<file path="src/rtl/vpu_csr_pkg.sv">
// Shared definitions for the vector CSR unit: CSR addresses, CSR op encoding,
// vset FSM states and vtype field positions.
package vpu_csr_pkg;

  localparam logic [11:0] CsrVstart = 12'h008;
  localparam logic [11:0] CsrVxsat  = 12'h009;
  localparam logic [11:0] CsrVxrm   = 12'h00A;
  localparam logic [11:0] CsrVcsr   = 12'h00F;
  localparam logic [11:0] CsrVl     = 12'hC20;
  localparam logic [11:0] CsrVtype  = 12'hC21;
  localparam logic [11:0] CsrVlenb  = 12'hC22;

  typedef enum logic [1:0] {
    CsrOpRead  = 2'b00,
    CsrOpWrite = 2'b01,
    CsrOpSet   = 2'b10,
    CsrOpClear = 2'b11
  } csr_op_e;

  typedef enum logic [1:0] {
    StIdle,
    StCalc,
    StCommit
  } vset_state_e;

  localparam int unsigned VtypeVlmulLsb = 0;
  localparam int unsigned VtypeVsewLsb  = 3;
  localparam int unsigned VtypeVtaBit   = 6;
  localparam int unsigned VtypeVmaBit   = 7;

endpackage

</file>
<file path="src/rtl/vlmax_calc.sv">
// Combinational VLMAX and vill from vsew/vlmul/reserved-bit flag.
// Fractional LMUL (vlmul 5/6/7) is legal only when VCSR_FRAC_LMUL_EN is defined.
module vlmax_calc #(
  parameter int unsigned VLEN = 256,
  parameter int unsigned ELEN = 32,
  localparam int unsigned VW  = $clog2(VLEN) + 4
) (
  input  logic [2:0]    vsew,
  input  logic [2:0]    vlmul,
  input  logic          rsvd_nz,
  output logic [VW-1:0] vlmax,
  output logic          vill
);

  logic [31:0]   sew;
  logic [VW-1:0] base;
`ifdef VCSR_FRAC_LMUL_EN
  logic [2:0]    frac_shift;
`endif

  always_comb begin
    sew   = 32'd8 << vsew;
    base  = VW'(VLEN >> (3 + vsew));
    vlmax = '0;
    vill  = rsvd_nz || vsew[2] || (sew > ELEN);
`ifdef VCSR_FRAC_LMUL_EN
    // 7/6/5 map to right shifts of 1/2/3, i.e. 8 - vlmul modulo 8.
    frac_shift = 3'd0 - vlmul;
`endif
    case (vlmul)
      3'd0, 3'd1, 3'd2, 3'd3: vlmax = base << vlmul[1:0];
      3'd5, 3'd6, 3'd7: begin
`ifdef VCSR_FRAC_LMUL_EN
        vlmax = base >> frac_shift;
        vill  = vill || (sew > (ELEN >> frac_shift));
`else
        vill  = 1'b1;
`endif
      end
      default: vill = 1'b1;
    endcase
    if (vill) begin
      vlmax = '0;
    end
  end

endmodule

</file>
<file path="src/rtl/vector_csr_unit.sv">
// Vector CSR unit: vstart/vxsat/vxrm/vl/vtype/vlenb and the vsetvl FSM.
// Optional fractional LMUL support via VCSR_FRAC_LMUL_EN (applied in vlmax_calc).
module vector_csr_unit
  import vpu_csr_pkg::*;
#(
  parameter int unsigned WIDTH = 32,
  parameter int unsigned VLEN  = 256,
  parameter int unsigned ELEN  = 32
) (
  input  logic             i_clk,
  input  logic             i_rst,
  input  logic             i_vset_valid,
  output logic             o_vset_ready,
  input  logic [WIDTH-1:0] i_vtype,
  input  logic [WIDTH-1:0] i_avl,
  input  logic             i_rs1_x0,
  input  logic             i_rd_x0,
  output logic             o_vset_done,
  output logic [WIDTH-1:0] o_vl,
  input  logic             i_csr_en,
  input  logic [11:0]      i_csr_addr,
  input  logic [1:0]       i_csr_op,
  input  logic [WIDTH-1:0] i_csr_wdata,
  output logic [WIDTH-1:0] o_csr_rdata,
  output logic             o_csr_err,
  input  logic             i_vxsat_set,
  input  logic             i_vstart_wen,
  input  logic [WIDTH-1:0] i_vstart,
  output logic [2:0]       o_vsew,
  output logic [2:0]       o_vlmul,
  output logic             o_vta,
  output logic             o_vma,
  output logic             o_vill,
  output logic [WIDTH-1:0] o_vstart,
  output logic [1:0]       o_vxrm
);

  localparam int unsigned VW = $clog2(VLEN) + 4;
  localparam logic [WIDTH-1:0] VtypeIll = {1'b1, {(WIDTH-1){1'b0}}};

  vset_state_e state_q, state_d;

  logic [WIDTH-2:0] req_vtype_q;
  logic [WIDTH-1:0] req_avl_q;
  logic             req_rs1_x0_q, req_rd_x0_q;
  logic [VW-1:0]    vlmax_q, calc_vlmax;
  logic             vill_q, calc_vill;
  logic             done_q;

  logic [WIDTH-1:0] vl_q, vl_d;
  logic [WIDTH-1:0] vtype_q, vtype_d;
  logic [WIDTH-1:0] vstart_q, vstart_d;
  logic             vxsat_q, vxsat_d;
  logic [1:0]       vxrm_q, vxrm_d;

  logic             commit;
  logic [WIDTH-1:0] vlmax_ext;
  logic             addr_ok, read_only, csr_wen;
  logic [WIDTH-1:0] csr_result;

  // The vill bit of a requested vtype carries no meaning and is ignored.
  logic unused_vtype_msb;
  assign unused_vtype_msb = i_vtype[WIDTH-1];

  vlmax_calc #(
    .VLEN(VLEN),
    .ELEN(ELEN)
  ) u_vlmax_calc (
    .vsew   (req_vtype_q[VtypeVsewLsb +: 3]),
    .vlmul  (req_vtype_q[VtypeVlmulLsb +: 3]),
    .rsvd_nz(|req_vtype_q[WIDTH-2:8]),
    .vlmax  (calc_vlmax),
    .vill   (calc_vill)
  );

  always_ff @(posedge i_clk) begin
    if (i_rst) begin
      state_q <= StIdle;
    end else begin
      state_q <= state_d;
    end
  end

  always_comb begin
    state_d = state_q;
    unique case (state_q)
      StIdle:   if (i_vset_valid) state_d = StCalc;
      StCalc:   state_d = StCommit;
      StCommit: state_d = StIdle;
      default:  state_d = StIdle;
    endcase
  end

  assign o_vset_ready = (state_q == StIdle);
  assign commit       = (state_q == StCommit);
  assign vlmax_ext    = WIDTH'(vlmax_q);

  // CSR read decode; unused bits stay zero so set/clear results need no masking.
  always_comb begin
    o_csr_rdata = '0;
    addr_ok     = 1'b1;
    read_only   = 1'b0;
    case (i_csr_addr)
      CsrVstart: o_csr_rdata = vstart_q;
      CsrVxsat:  o_csr_rdata[0] = vxsat_q;
      CsrVxrm:   o_csr_rdata[1:0] = vxrm_q;
      CsrVcsr:   o_csr_rdata[2:0] = {vxrm_q, vxsat_q};
      CsrVl: begin
        o_csr_rdata = vl_q;
        read_only   = 1'b1;
      end
      CsrVtype: begin
        o_csr_rdata = vtype_q;
        read_only   = 1'b1;
      end
      CsrVlenb: begin
        o_csr_rdata = WIDTH'(VLEN / 8);
        read_only   = 1'b1;
      end
      default: addr_ok = 1'b0;
    endcase
  end

  assign o_csr_err = i_csr_en && (!addr_ok || (read_only && (i_csr_op != CsrOpRead)));
  assign csr_wen   = i_csr_en && !o_csr_err && (i_csr_op != CsrOpRead);

  always_comb begin
    case (i_csr_op)
      CsrOpWrite: csr_result = i_csr_wdata;
      CsrOpSet:   csr_result = o_csr_rdata | i_csr_wdata;
      CsrOpClear: csr_result = o_csr_rdata & ~i_csr_wdata;
      default:    csr_result = o_csr_rdata;
    endcase
  end

  always_comb begin
    vl_d    = vl_q;
    vtype_d = vtype_q;
    if (commit) begin
      if (vill_q) begin
        vl_d    = '0;
        vtype_d = VtypeIll;
      end else begin
        vtype_d = {{(WIDTH-8){1'b0}}, req_vtype_q[7:0]};
        if (!req_rs1_x0_q) begin
          vl_d = (req_avl_q < vlmax_ext) ? req_avl_q : vlmax_ext;
        end else if (!req_rd_x0_q) begin
          vl_d = vlmax_ext;
        end else begin
          vl_d = (vl_q < vlmax_ext) ? vl_q : vlmax_ext;
        end
      end
    end
  end

  // Priority: vset commit, then CSR write, then datapath update.
  always_comb begin
    vstart_d = vstart_q;
    vxsat_d  = vxsat_q;
    vxrm_d   = vxrm_q;
    if (commit) begin
      vstart_d = '0;
    end else if (csr_wen && (i_csr_addr == CsrVstart)) begin
      vstart_d = csr_result;
    end else if (i_vstart_wen) begin
      vstart_d = i_vstart;
    end
    if (csr_wen && (i_csr_addr == CsrVxsat)) vxsat_d = csr_result[0];
    if (csr_wen && (i_csr_addr == CsrVxrm))  vxrm_d  = csr_result[1:0];
    if (csr_wen && (i_csr_addr == CsrVcsr)) begin
      vxsat_d = csr_result[0];
      vxrm_d  = csr_result[2:1];
    end
    vxsat_d = vxsat_d | i_vxsat_set;
  end

  always_ff @(posedge i_clk) begin
    if (i_rst) begin
      req_vtype_q  <= '0;
      req_avl_q    <= '0;
      req_rs1_x0_q <= 1'b0;
      req_rd_x0_q  <= 1'b0;
      vlmax_q      <= '0;
      vill_q       <= 1'b0;
      done_q       <= 1'b0;
      vl_q         <= '0;
      vtype_q      <= VtypeIll;
      vstart_q     <= '0;
      vxsat_q      <= 1'b0;
      vxrm_q       <= 2'b00;
    end else begin
      if (o_vset_ready && i_vset_valid) begin
        req_vtype_q  <= i_vtype[WIDTH-2:0];
        req_avl_q    <= i_avl;
        req_rs1_x0_q <= i_rs1_x0;
        req_rd_x0_q  <= i_rd_x0;
      end
      if (state_q == StCalc) begin
        vlmax_q <= calc_vlmax;
        vill_q  <= calc_vill;
      end
      done_q   <= commit;
      vl_q     <= vl_d;
      vtype_q  <= vtype_d;
      vstart_q <= vstart_d;
      vxsat_q  <= vxsat_d;
      vxrm_q   <= vxrm_d;
    end
  end

  assign o_vset_done = done_q;
  assign o_vl        = vl_q;
  assign o_vsew      = vtype_q[VtypeVsewLsb +: 3];
  assign o_vlmul     = vtype_q[VtypeVlmulLsb +: 3];
  assign o_vta       = vtype_q[VtypeVtaBit];
  assign o_vma       = vtype_q[VtypeVmaBit];
  assign o_vill      = vtype_q[WIDTH-1];
  assign o_vstart    = vstart_q;
  assign o_vxrm      = vxrm_q;

endmodule

</file>
<file path="config.mk">
export PLATFORM = sky130hd
export DESIGN_NAME = vector_csr_unit
export DESIGN_NICKNAME = d
export VERILOG_FILES = /design/src/rtl/vpu_csr_pkg.sv /design/src/rtl/vlmax_calc.sv /design/src/rtl/vector_csr_unit.sv
export SDC_FILE = /design/constraint.sdc
export NUM_CORES = 1
export LEC_CHECK = 0
export BUFFER_PORTS_ARGS = -buffer_cell sky130_fd_sc_hd__buf_2
export CAP_MARGIN = 20
export CORE_AREA = 2 2 145 218
export DETAILED_ROUTE_END_ITERATION = 16
export DIE_AREA = 0 0 147 220
export SETUP_SLACK_MARGIN = 0.02
export SYNTH_ARGS = -nofsm -noshare
export SYNTH_HDL_FRONTEND = slang
export SYNTH_SLANG_ARGS = --single-unit
</file>
<file path="constraint.sdc">
create_clock -name i_clk -period 3.4 [get_ports i_clk]
set_input_delay 0.51 -clock i_clk [delete_from_list [all_inputs] [get_ports i_clk]]
set_output_delay 0.51 -clock i_clk [all_outputs]
set_load 0.02 [all_outputs]
</file>
# ---- Word-level counts from Yosys, hierarchy flattened
# Cells that the tools add are included.
dict set report word_totals {
  out_inout_bits 110
  wordCells 91
  ff_bits 180
  in_bits 150
}
dict set report op_classes {
  n_reduce_logical 26
  n_bitwise 4
  n_eq_ne 17
  n_addsub 1
  order_cmp 3
  shift 3
  n_mux 24
}
# cell n
set op_table {}
lappend op_table {{32-bit 2-to-1 mux} 8}
lappend op_table {{29-bit one-hot mux with 4 select lines} 1}
lappend op_table {{32-bit one-hot mux with 3 select lines} 1}
lappend op_table {{32-bit by 12-bit < comparator with 1-bit output} 2}
lappend op_table {{12-bit by 4-bit == test with 1-bit output, second input constant} 4}
lappend op_table {{12-bit == test, second input constant} 3}
lappend op_table {{32-bit AND} 1}
lappend op_table {{32-bit by 6-bit greater-than comparator with 1-bit output, second input constant} 1}
lappend op_table {{32-bit inverter} 1}
lappend op_table {{32-bit bitwise OR} 1}
lappend op_table {{4-bit by 3-bit << shifter with 32-bit output, first input constant} 1}
lappend op_table {{9-bit by 32-bit right shift with 12-bit output, first input constant} 1}
lappend op_table {{12-bit 2-to-1 mux} 2}
lappend op_table {{23-bit OR reduction} 1}
lappend op_table {{12-bit by 2-bit << shifter with 12-bit output} 1}
lappend op_table {{1-bit one-hot mux with 5 select lines} 2}
lappend op_table {{1-bit logical AND} 9}
lappend op_table {{7-bit OR reduction} 1}
lappend op_table {{2-bit == test, second input constant} 3}
lappend op_table {{3-bit by 2-bit == test with 1-bit output, second input constant} 2}
lappend op_table {{2-bit 2-to-1 mux} 3}
lappend op_table {{2-bit nonzero test} 3}
lappend op_table {{1-bit 2-to-1 mux} 5}
lappend op_table {{2-bit by 3-bit adder with 4-bit output, first input constant} 1}
lappend op_table {{other kinds (15)} 20}

# ---- Logic depth before layout (Yosys ltp)
# Gate-level depths: netlist (run 1).
dict set report logic_depth {
  ltp_word 13
  ltp_mapped 10
  mapped_depth_nobuf 8
}

# ---- Modules after synthesis
# Synthesis (run 1) repeated with hierarchy kept, for this count alone.
dict set report unflattened {
  hier_cells 982
  area_unflattened_um2 8202.9
}
# module instances cells_per_inst area_per_inst_um2
set modules_own_cells {}
lappend modules_own_cells {vector_csr_unit 1 955 8039.0}
lappend modules_own_cells {vlmax_calc 1 27 163.9}

# ---- Least setup slack after synthesis (run 1)
# Ideal clock, no wire load.
dict set report synth_path {
  path_type {input-to-reg}
  start {in i_csr_addr[9]}
  end {reg vxrm_q[0], in the netlist o_vxrm[0]}
  cell_stages 6
  setup_slack_ns 0.642
  arrival_time_ns 2.678
  path_cell_list {or4_4 > or3_2 > o32ai_1 > o21ai_1 > or4_1 > o211ai_1}
}
# item line
set synth_lines {}
lappend synth_lines {{start, declared} vector_csr_unit.sv:21} ;# input logic [11:0] i_csr_addr,
lappend synth_lines {{12-bit by 4-bit == test with 1-bit output} vector_csr_unit.sv:103} ;# case (i_csr_addr)
lappend synth_lines {{2-bit OR reduction (no source line)} -}
lappend synth_lines {{1-bit one-hot mux with 5 select lines *} vector_csr_unit.sv:103}
lappend synth_lines {{via o_csr_rdata[0]} vector_csr_unit.sv:24} ;# output logic [WIDTH-1:0] o_csr_rdata,
lappend synth_lines {{32-bit AND / 32-bit bitwise OR (equally long branches)} {vector_csr_unit.sv:131, vector_csr_unit.sv:130}}
lappend synth_lines {{32-bit one-hot mux with 3 select lines *} vector_csr_unit.sv:128} ;# case (i_csr_op)
lappend synth_lines {{2-bit 2-to-1 mux *} vector_csr_unit.sv:169} ;# if (csr_wen && (i_csr_addr == CsrVxrm)) vxrm_d = csr_result[1:0];
lappend synth_lines {{2-bit 2-to-1 mux *} vector_csr_unit.sv:170} ;# if (csr_wen && (i_csr_addr == CsrVcsr)) begin
lappend synth_lines {{end signal, assigned} vector_csr_unit.sv:207} ;# vxrm_q <= vxrm_d;
lappend synth_lines {{end, declared} vector_csr_unit.sv:54} ;# logic [1:0] vxrm_q, vxrm_d;
# Mark *: on every way through the listed nets, which the timed path passes. The rest lies on a longest branch. The select of a mux whose other input is x is not followed.
# A chain may end at the register's enable or synchronous reset.

# ---- Final worst setup path (run 1)
dict set report layout_path {
  start {in i_csr_addr[3]}
  end {out o_csr_rdata[2]}
}
dict set report layout_between {
  elab_chain_cells 2
}
# item line
set layout_lines {}
lappend layout_lines {{12-bit == test / 12-bit by 4-bit == test with 1-bit output (equally long branches)} vector_csr_unit.sv:103}
lappend layout_lines {{1-bit one-hot mux with 4 select lines *} vector_csr_unit.sv:103}
lappend layout_lines {{end, declared} vector_csr_unit.sv:24}
# Mark *: on every way between the ends. The rest lies on a longest branch, timed or not.

==> impl_metrics.yaml, run 1 <==
floorplanning:
  pin_count: 260
  placeableCoreArea_um2: 30600
  rows: 79
  die-area_um2: 32300
  die_w_um: 147
  dieHeight_um: 220
  start_util_pct: 24.6
clock_tree:
  clkTransAtPathRegs_ps: 80
  cts_hold_buffers: 0
  cts_max_level: 4
  post-cts-setup-buffers: 0
  cts_tree: "built"
  worstSkewPairLatency_ps: 440
  postCtsResizedCells: 0
  cts-root-buf: "clkbuf_16"
  numCtsBuffers: 17
  clock_path_buffers: 2
  cts_sinks: 154
synthesis:
  synth_xor_area_share_pct: 3.48
  synth.avg_cell_area_um2: 8.27
  synth_edf_count: 0
  syn_area_um2: 7550
  ys_ff_latch: 154
  synth_top_family_by_area: "simple AND/OR/NAND/NOR gates"
  seq_area_frac_synth_pct: 40.8
  synth_fa_ha_area_share_pct: 2.65
  async_flop_share_pct: 0
  synth_warnings: 0
  syn_inst: 913
  synth_cell_types: 61
  synth-compound-area-share_pct: 20.9
  synth-main-ff-cell: "dfxtp_1"
  synth_nets: 1079
  synthMuxAreaShare_pct: 5.98
  synthSimpleGateAreaFrac_pct: 21.5
placed_design:
  gp_congestion: 0.857
  port_buffers: 258
  dp_hpwl_um: 20300
route:
  drt.antenna.violating_nets: 0
  wire_per_inst_um: 17.4
  drt-total-wl_um: 27100
  drtPass1Iterations: 5
  via_count: 7417
  via_per_inst: 4.76
  route.detailed.drc: 0
  drt-initial-drc-count: 333
power_and_ir_drop:
  p_per_area_nw_per_um2: 450
  p_leak_nw: 4.29
  vdd_ir_drop_max_mv: 0.383
sta:
  worst_slew_pin_slew_ps: 948
  slew_headroom_pct: 36.8
  rsz0062_at_grt: "false"
  finalHoldViolCount: 0
  setup_tns_ps: 0
  min_period_over_period_pct: 83.2
  setup_viol: 0
  fin_crit_ps: 2830
  maxSlewViolCount: 0
  finClkSkew_ps: 12.7
  fmax_mhz: 354
global_routing:
  antenna_found_initial: 2
  grt_overflow: 0
  grt_max_degree: 47
  grt_pass1_vias: 7387
  grt_pass1_wl_um: 41600
  grt_usage_pct: 16.6
setup_path:
  arrival_ps: 2320
  cp.required_ps: 2890
  crit_path_start_kind: "input port"
  path_max_fanout: 11
  worstSetupPathType: "input port to primary output"
  endpoint_kind: "primary output"
cells_and_area:
  final_core_util_pct: 31.9
  drive_gt1_share_pct: 30.1
  seq_area_um2: 3080
  fillers: 3268
  multi_input_area_um2: 4140
  nNetsFinal: 1304
  area.growth.synth_to_final_pct: 29.6
hold_path:
  hp-class: "input port to flop"
flow_run:
  max_cap_viol_count: 0
status:
  status: "completed"
## registers in the layout (all words and copies together) (netlist names)
signal	cells
req_rs1_x0_q	1
req_rd_x0_q	1
vill_q	1
o_vxrm	2
o_vset_done	1
vxsat_q	1
o_vl	32
state_q	2
req_avl_q	32
req_vtype_q	31
o_vstart	32
vtype_q	9
vlmax_q	9
## through the flow
stage	power (mW)	cell area (µm²)	hold slack, ps	setup slack [ps]	instances
after floorplan	2.32	7550	433	642	913
after global placement	2.53	9200	441	446	1524
after detailed placement	2.54	9200	447	448	1524
after CTS	4.47	9780	277	555	1556
after global routing	4.61	9780	294	386	1556
final	4.40	9780	299	571	1557
## cell usage in the layout, fill, tap and decap left out, types with 3 or more instances in the layout
cell type	netlist	final
dfxtp_1	154	154
inv_6	0	7
mux2_2	25	25
nor2b_1	9	8
nor4_1	17	16
nand4_1	3	3
buf_4	2	10
mux2i_1	17	17
ha_1	16	16
xnor2_1	28	28
inv_8	0	5
nor2_1	26	25
a21oi_1	105	105
a22oi_1	8	8
a32oi_1	10	10
and2_1	51	50
or3_2	3	3
inv_1	11	11
buf_12	0	3
o2bb2ai_1	9	9
nor3_1	10	10
a22o_1	33	33
and2_2	2	3
nand3_1	7	7
nand2b_1	11	11
clkbuf_16	0	17
buf_2	6	258
and3_1	3	3
o22ai_1	5	5
nand2_1	187	186
o21ai_0	55	54
a211oi_1	7	7
## per-layer routing
layer / wire, µm / vias up / track usage (%)
li1: - / 3661 / -
met1: 10900 / 3473 / 18.0
met2: 13900 / 243 / 31.1
met3: 1400 / 38 / 3.69
met4: 871 / 2 / 6.92
met5: 18 / - / 0
## cells in the mapped netlist, types with 3 or more instances
| master | n | area (µm²) |
|---|---|---|
| a211oi_1 | 7 | 52.6 |
| clkbuf_1 | 44 | 165 |
| nand2b_1 | 11 | 68.8 |
| a32oi_1 | 10 | 87.6 |
| xnor2_1 | 28 | 245 |
| a22o_1 | 33 | 289 |
| ha_1 | 16 | 200 |
| buf_2 | 6 | 30.0 |
| nand4_1 | 3 | 18.8 |
| nor2b_1 | 9 | 56.3 |
| mux2i_1 | 17 | 170 |
| and2_1 | 51 | 319 |
| buf_1 | 7 | 26.3 |
| o2bb2ai_1 | 9 | 78.8 |
| nor2_1 | 26 | 97.6 |
| buf_6 | 4 | 45.0 |
| o21ai_0 | 55 | 275 |
| mux2_2 | 25 | 282 |
| o22ai_1 | 5 | 31.3 |
| and3_1 | 3 | 18.8 |
| inv_1 | 11 | 41.3 |
| nand2_1 | 187 | 702 |
| nand3_1 | 7 | 35.0 |
| a21oi_1 | 105 | 526 |
| dfxtp_1 | 154 | 3080 |
| nor4_1 | 17 | 106 |
| a22oi_1 | 8 | 60.1 |
| or3_2 | 3 | 22.5 |
| nor3_1 | 10 | 50.1 |
## layout make-up
| class | count | area share, % |
|---|---|---|
| clock inverter | 14 | 1.45 |
| clock buffer | 18 | 4.49 |
| multi-input combinational | 683 | 42.3 |
| inverter | 11 | 0.422 |
| timing repair buffer | 271 | 14.6 |
| sequential | 154 | 31.5 |
| tap | 405 | 5.18 |
| antenna | 1 | 0.0256 |
## power breakdown
part | switching, mW | leakage [nW] | internal [mW] | total, mW
Clock | 0.903 | 0.286 | 1.00 | 1.90
Combinational | 0.328 | 2.74 | 0.237 | 0.565
Sequential | 0.0536 | 1.26 | 1.88 | 1.93
Total | 1.29 | 4.29 | 3.12 | 4.40
## kinds of logic (layout without fill, tap and decap cells)
logic type,after synthesis,in the layout
flops,154,154
xor+xnor,30,30
other cells,0,1
mux,42,42
simple gates,343,343
fa+ha+maj,16,16
buf+inv,76,314
compound gates,252,252
## worst max-delay path, stage by stage
cell,delay [ps]
buf_2,100
nor4b_1,490
and3_1,280
and3_1,510
a221o_1,260
buf_2,170
## worst paths after layout
path / startpoint / endpoint / slack [ps] / cells after the start
setup / recovery: i_csr_addr[3] / o_csr_rdata[2] / 570 / 6
hold / removal: i_avl[17] / req_avl_q[17] / 300 / 3
setup reg to reg: o_vl[8] / o_vl[30] / 890 / 8
hold reg to reg: req_vtype_q[28] / req_vtype_q[28] / 450 / 2
No activity file was read; power rests on OpenSTA's default activity.
==> run 2: changes to the inputs <==
==> constraint.sdc (replaced) <==
create_clock -name i_clk -period 2.9 [get_ports i_clk]
set_input_delay 0.435 -clock i_clk [delete_from_list [all_inputs] [get_ports i_clk]]
set_output_delay 0.435 -clock i_clk [all_outputs]
set_load 0.02 [all_outputs]
==> impl_metrics.yaml, run 2 (synthesis results as in run 1) <==
setup_path:
  crit_path_frequent_cell: "buf_2"
  arrival_ps: 2170
  slowest_delay_ps: 530
  cp.required_ps: 2470
  path_max_fanout: 24
  reg2reg_depth: 8
  endpoint_kind: "primary output"
  worstSetupPathType: "input port to primary output"
  rrSetupSlack_ps: 420
  crit_slowest_cell: "or3_2"
  crit_path_cell_trace: "buf_2 > or3_2 > nor4_2 > buf_12 > a22o_1 > buf_2"
  crit_path_start_kind: "input port"
cells_and_area:
  layout_common_cells: "258 x buf_2, 186 x nand2_1, 154 x dfxtp_1"
  fillers: 3315
  area.growth.synth_to_final_pct: 30.2
  final_common_cell: "buf_2"
  drive_gt1_share_pct: 30.4
  nNetsFinal: 1310
sta:
  maxSlewViolCount: 0
  fin_crit_ps: 2610
  min_period_over_period_pct: 90.0
  rsz0062_at_grt: "false"
  worst_slew_pin_slew_ps: 618
  setup_viol: 0
  fmax_mhz: 383
  setup_tns_ps: 0
  finClkSkew_ps: 13.0
  slew_headroom_pct: 57.8
  layout_setup_ws_ps: 291
  finalHoldViolCount: 0
clock_tree:
  cts_hold_buffers: 0
  worstSkewPairLatency_ps: 430
  clock_path_buffers: 2
  cts_sinks: 154
  numCtsBuffers: 17
  cts-root-buf: "clkbuf_16"
  post-cts-setup-buffers: 0
  postCtsResizedCells: 0
  cts_max_level: 4
  cts_tree: "built"
  clkTransAtPathRegs_ps: 70
hold_path:
  hp-class: "input port to flop"
  holdPathStages: 3
global_routing:
  antenna_found_initial: 6
  grt_max_degree: 49
  grt_usage_pct: 16.4
  grt_pass1_vias: 7254
  grt_pass1_wl_um: 41000
  grt_overflow: 0
floorplanning:
  rows: 79
  placeableCoreArea_um2: 30600
  die-area_um2: 32300
  dieHeight_um: 220
  start_util_pct: 24.6
  die_w_um: 147
  pin_count: 260
power_and_ir_drop:
  total_power_mw: 5.10
  p_leak_nw: 4.31
  vdd_ir_drop_max_mv: 0.417
  p_per_area_nw_per_um2: 519
route:
  drt.antenna.violating_nets: 0
  route.detailed.drc: 0
  drt-total-wl_um: 27100
  drtPass1Iterations: 7
  wire_per_inst_um: 17.3
  via_per_inst: 4.78
  drt-initial-drc-count: 317
  via_count: 7477
flow_run:
  max_cap_viol_count: 0
placed_design:
  gp_congestion: 0.871
  port_buffers: 258
  dp_hpwl_um: 20600
  pre_cts_slack_ps: 172
status:
  status: "completed"
==> run 2: critical path: cells and delay by family <==
kind | cells | cell delay [ps]
and+or+nand+nor | 2 | 980
AOI/OAI and AO/OA | 1 | 220
buffers and inverters | 3 | 520
==> run 2: layer usage <==
metal  vias up  GRT usage [%]  wire length, µm
li1       3684              -                -
met1      3470           17.8            10700
met2       260           30.1            13900
met3        57           3.87             1470
met4         6           7.76              992
met5         -              0               40
==> run 2: final cells by class <==
| class | count | area (µm²) | share of cell area [%] |
|---|---|---|---|
| antenna | 3 | 7.51 | 0.0764 |
| inverter | 11 | 41.3 | 0.420 |
| timing repair buffer | 277 | 1480 | 15.1 |
| clock buffer | 18 | 439 | 4.47 |
| tap | 405 | 507 | 5.16 |
| sequential | 154 | 3080 | 31.4 |
| multi-input combinational | 683 | 4140 | 42.1 |
| clock inverter | 14 | 126 | 1.29 |
==> run 2: final timing paths <==
check | from | endpoint
max | i_csr_addr[4] | o_csr_rdata[10]
min | i_avl[14] | req_avl_q[14]
max reg2reg | o_vl[8] | o_vl[27]
min reg2reg | req_vtype_q[12] | req_vtype_q[12]
==> run 2: report_power, final <==
group          switching, mW  total [mW]  internal, mW
Clock                   1.01        2.16          1.16
Sequential            0.0631        2.27          2.20
Combinational          0.384       0.668         0.284
==> run 2: per-stage QoR <==
step / instance area [µm²] / hold slack (ps) / utilization, % / instances
after CTS: 9820 / 209 / 32.0 / 1562
after detailed placement: 9250 / 447 / 30.2 / 1530
after floorplan: 7550 / 433 / - / 913
after global placement: 9250 / 442 / 30.2 / 1530
after global routing: 9830 / 221 / 32.1 / 1565
final: 9830 / 232 / 32.1 / 1565
==> run 3: changes to the inputs <==
--- a/config.mk
+++ b/config.mk
@@ -5,11 +5,12 @@
 export SDC_FILE = /design/constraint.sdc
 export NUM_CORES = 1
 export LEC_CHECK = 0
+export ABC_AREA = 1
 export BUFFER_PORTS_ARGS = -buffer_cell sky130_fd_sc_hd__buf_2
 export CAP_MARGIN = 20
-export CORE_AREA = 2 2 145 218
+export CORE_AREA = 2 2 149 224
 export DETAILED_ROUTE_END_ITERATION = 16
-export DIE_AREA = 0 0 147 220
+export DIE_AREA = 0 0 151 226
 export SETUP_SLACK_MARGIN = 0.02
 export SYNTH_ARGS = -nofsm -noshare
 export SYNTH_HDL_FRONTEND = slang
==> impl_metrics.yaml, run 3 <==
clock_tree:
  numCtsBuffers: 17
  cts-root-buf: "clkbuf_16"
  cts_sinks: 154
  worstSkewPairLatency_ps: 440
  postCtsResizedCells: 0
  post-cts-setup-buffers: 0
  cts_tree: "built"
  cts_max_level: 4
  cts_hold_buffers: 0
  clock_path_buffers: 2
  clkTransAtPathRegs_ps: 80
floorplanning:
  start_util_pct: 24.6
  pin_count: 260
  placeableCoreArea_um2: 32200
  die_w_um: 151
  dieHeight_um: 226
  rows: 81
  die-area_um2: 34100
synthesis:
  syn_inst: 1174
  synthTopCellsByCount: "211 x nand2_1, 161 x o21ai_0, 154 x dfxtp_1"
  synth_warnings: 0
  seq_area_frac_synth_pct: 38.9
  ys_top_cells_by_area: "dfxtp_1 39%, o21ai_0 10%, nand2_1 10%"
  synth_top_cell_area_share_pct: 38.9
  synth.avg_cell_area_um2: 6.75
  syn_area_um2: 7930
  yosysMostFrequentCell: "nand2_1"
  synth_cell_types: 40
  synth_nets: 1340
  synth-main-ff-cell: "dfxtp_1"
  async_flop_share_pct: 0
  synth_edf_count: 0
  yosys.area.top_type: "dfxtp_1"
  ys_ff_latch: 154
global_routing:
  grt_max_degree: 98
  grt_overflow: 0
  grt_usage_pct: 16.2
  grt_pass1_vias: 7827
  grt_pass1_wl_um: 41800
  antenna_found_initial: 0
hold_path:
  hp-class: "input port to flop"
status:
  status: "completed"
setup_path:
  cp.required_ps: 2470
  endpoint_kind: "primary output"
  crit_path_start_kind: "input port"
  worstSetupPathType: "input port to primary output"
  slowest_delay_ps: 260
  rrSetupSlack_ps: 560
  path_buf_inv: 4
  path_max_fanout: 5
  crit_path_cell_trace: "buf_2 > nor2_1 > inv_1 > nor2_1 > nand2_1 > inv_1 > nand2_1 > o211ai_1 > buf_2"
  crit_slowest_cell: "nor2_1"
  arrival_ps: 1990
  crit_family: "simple AND/OR/NAND/NOR gates"
flow_run:
  max_cap_viol_count: 0
route:
  drt.antenna.violating_nets: 0
  drtPass1Iterations: 5
  wl_met2_um: 14800
  wl_met1_um: 10700
  via_per_inst: 4.58
  via_count: 8400
  wl_met3_um: 1680
  route.detailed.drc: 0
  routed.top_layer: "met4"
  wire_per_inst_um: 15.2
  drt-total-wl_um: 27900
  drt-initial-drc-count: 297
placed_design:
  gp_congestion: 0.870
  dp_cells: 1803
  port_buffers: 258
  dp_hpwl_um: 21600
sta:
  rsz0062_at_grt: "false"
  finalHoldViolCount: 0
  finClkSkew_ps: 8.68
  fmax_mhz: 412
  fin_crit_ps: 2430
  setup_tns_ps: 0
  slew_headroom_pct: 27.4
  maxSlewViolCount: 0
  min_period_over_period_pct: 83.6
  setup_viol: 0
  worst_slew_pin_slew_ps: 1090
cells_and_area:
  final_cells: 1836
  antenna_cells: 0
  final_common_cell: "buf_2"
  layout_common_cells: "258 x buf_2, 210 x nand2_1, 161 x o21ai_0"
  drive_gt1_share_pct: 24.4
  nNetsFinal: 1574
  area.growth.synth_to_final_pct: 29.1
power_and_ir_drop:
  vdd_ir_drop_max_mv: 0.395
  p_per_area_nw_per_um2: 523
  p_leak_nw: 4.95
[run 3: cell count changes in the layout (fill, tap and decap cells not counted), sizes merged, moves of 22 or more]
cell and change:
o21ai +140, xnor2 -28, nand3 +49, mux2 -25
a22o -33, nor3 +22, a21oi -49, a21boi +23
nand2 +32, inv +141, nor2 +131, and2 -53
[run 3: cell type report]
cell class                      count  area (µm²)
Timing Repair Buffer              274        1440
Tap cell                          415         519
Multi-Input combinational cell    802        3960
Clock buffer                       17         425
Clock inverter                     15         204
Inverter                          159         598
Fill cell                        3560       22000
Sequential cell                   154        3080
[run 3: worst paths after layout]
kind / start / to / cells past startpoint
max reg2reg: vlmax_q[3] / o_vl[27] / 13
min: i_vtype[23] / req_vtype_q[23] / 3
min reg2reg: req_vtype_q[7] / req_vtype_q[7] / 2
max: i_csr_addr[3] / o_csr_rdata[3] / 9
[run 3: cell families (layout without fill, tap and decap cells)]
kind of cell    after synthesis  in the layout  share of synthesized area, %
simple gates                484            484                          26.6
flops                       154            154                          38.9
fa+ha+maj                    16             16                          2.53
compound gates              302            302                          20.6
buf+inv                     218            465                          11.3
[run 3: routing by layer]
layer	GRT usage (%)	vias up
met5	0	-
met4	6.63	0
met3	3.82	51
met2	31.2	259
met1	16.4	3804
li1	-	4286
[run 3: through the flow]
stage	total power [mW]	area, µm²	hold WS (ps)	setup WS [ps]	utilization, %
floorplan	2.78	7930	425	857	-
global placement	3.06	9550	440	472	29.6
detailed placement	3.08	9580	446	444	29.7
CTS	5.43	10200	208	460	31.7
global route	5.62	10200	230	295	31.7
finish	5.35	10200	236	475	31.7
[run 3: power breakdown]
group          leakage (nW)  switching, mW  internal [mW]  total (mW)
Clock                 0.301           1.07           1.25        2.32
Combinational          3.38          0.448          0.276       0.724
Sequential             1.26         0.0712           2.23        2.30
Total                  4.95           1.59           3.75        5.35
[run 3: worst reg2reg max path, stage by stage (launching register included)]
cell,delay [ps]
dfxtp_1,440
inv_1,90
ha_1,300
nand2_1,50
inv_1,40
nand2_1,40
nand2_1,70
nand2_1,50
nand2_1,120
nand2_1,60
nand2_1,70
nand2_1,80
inv_1,650
nor3_1,100
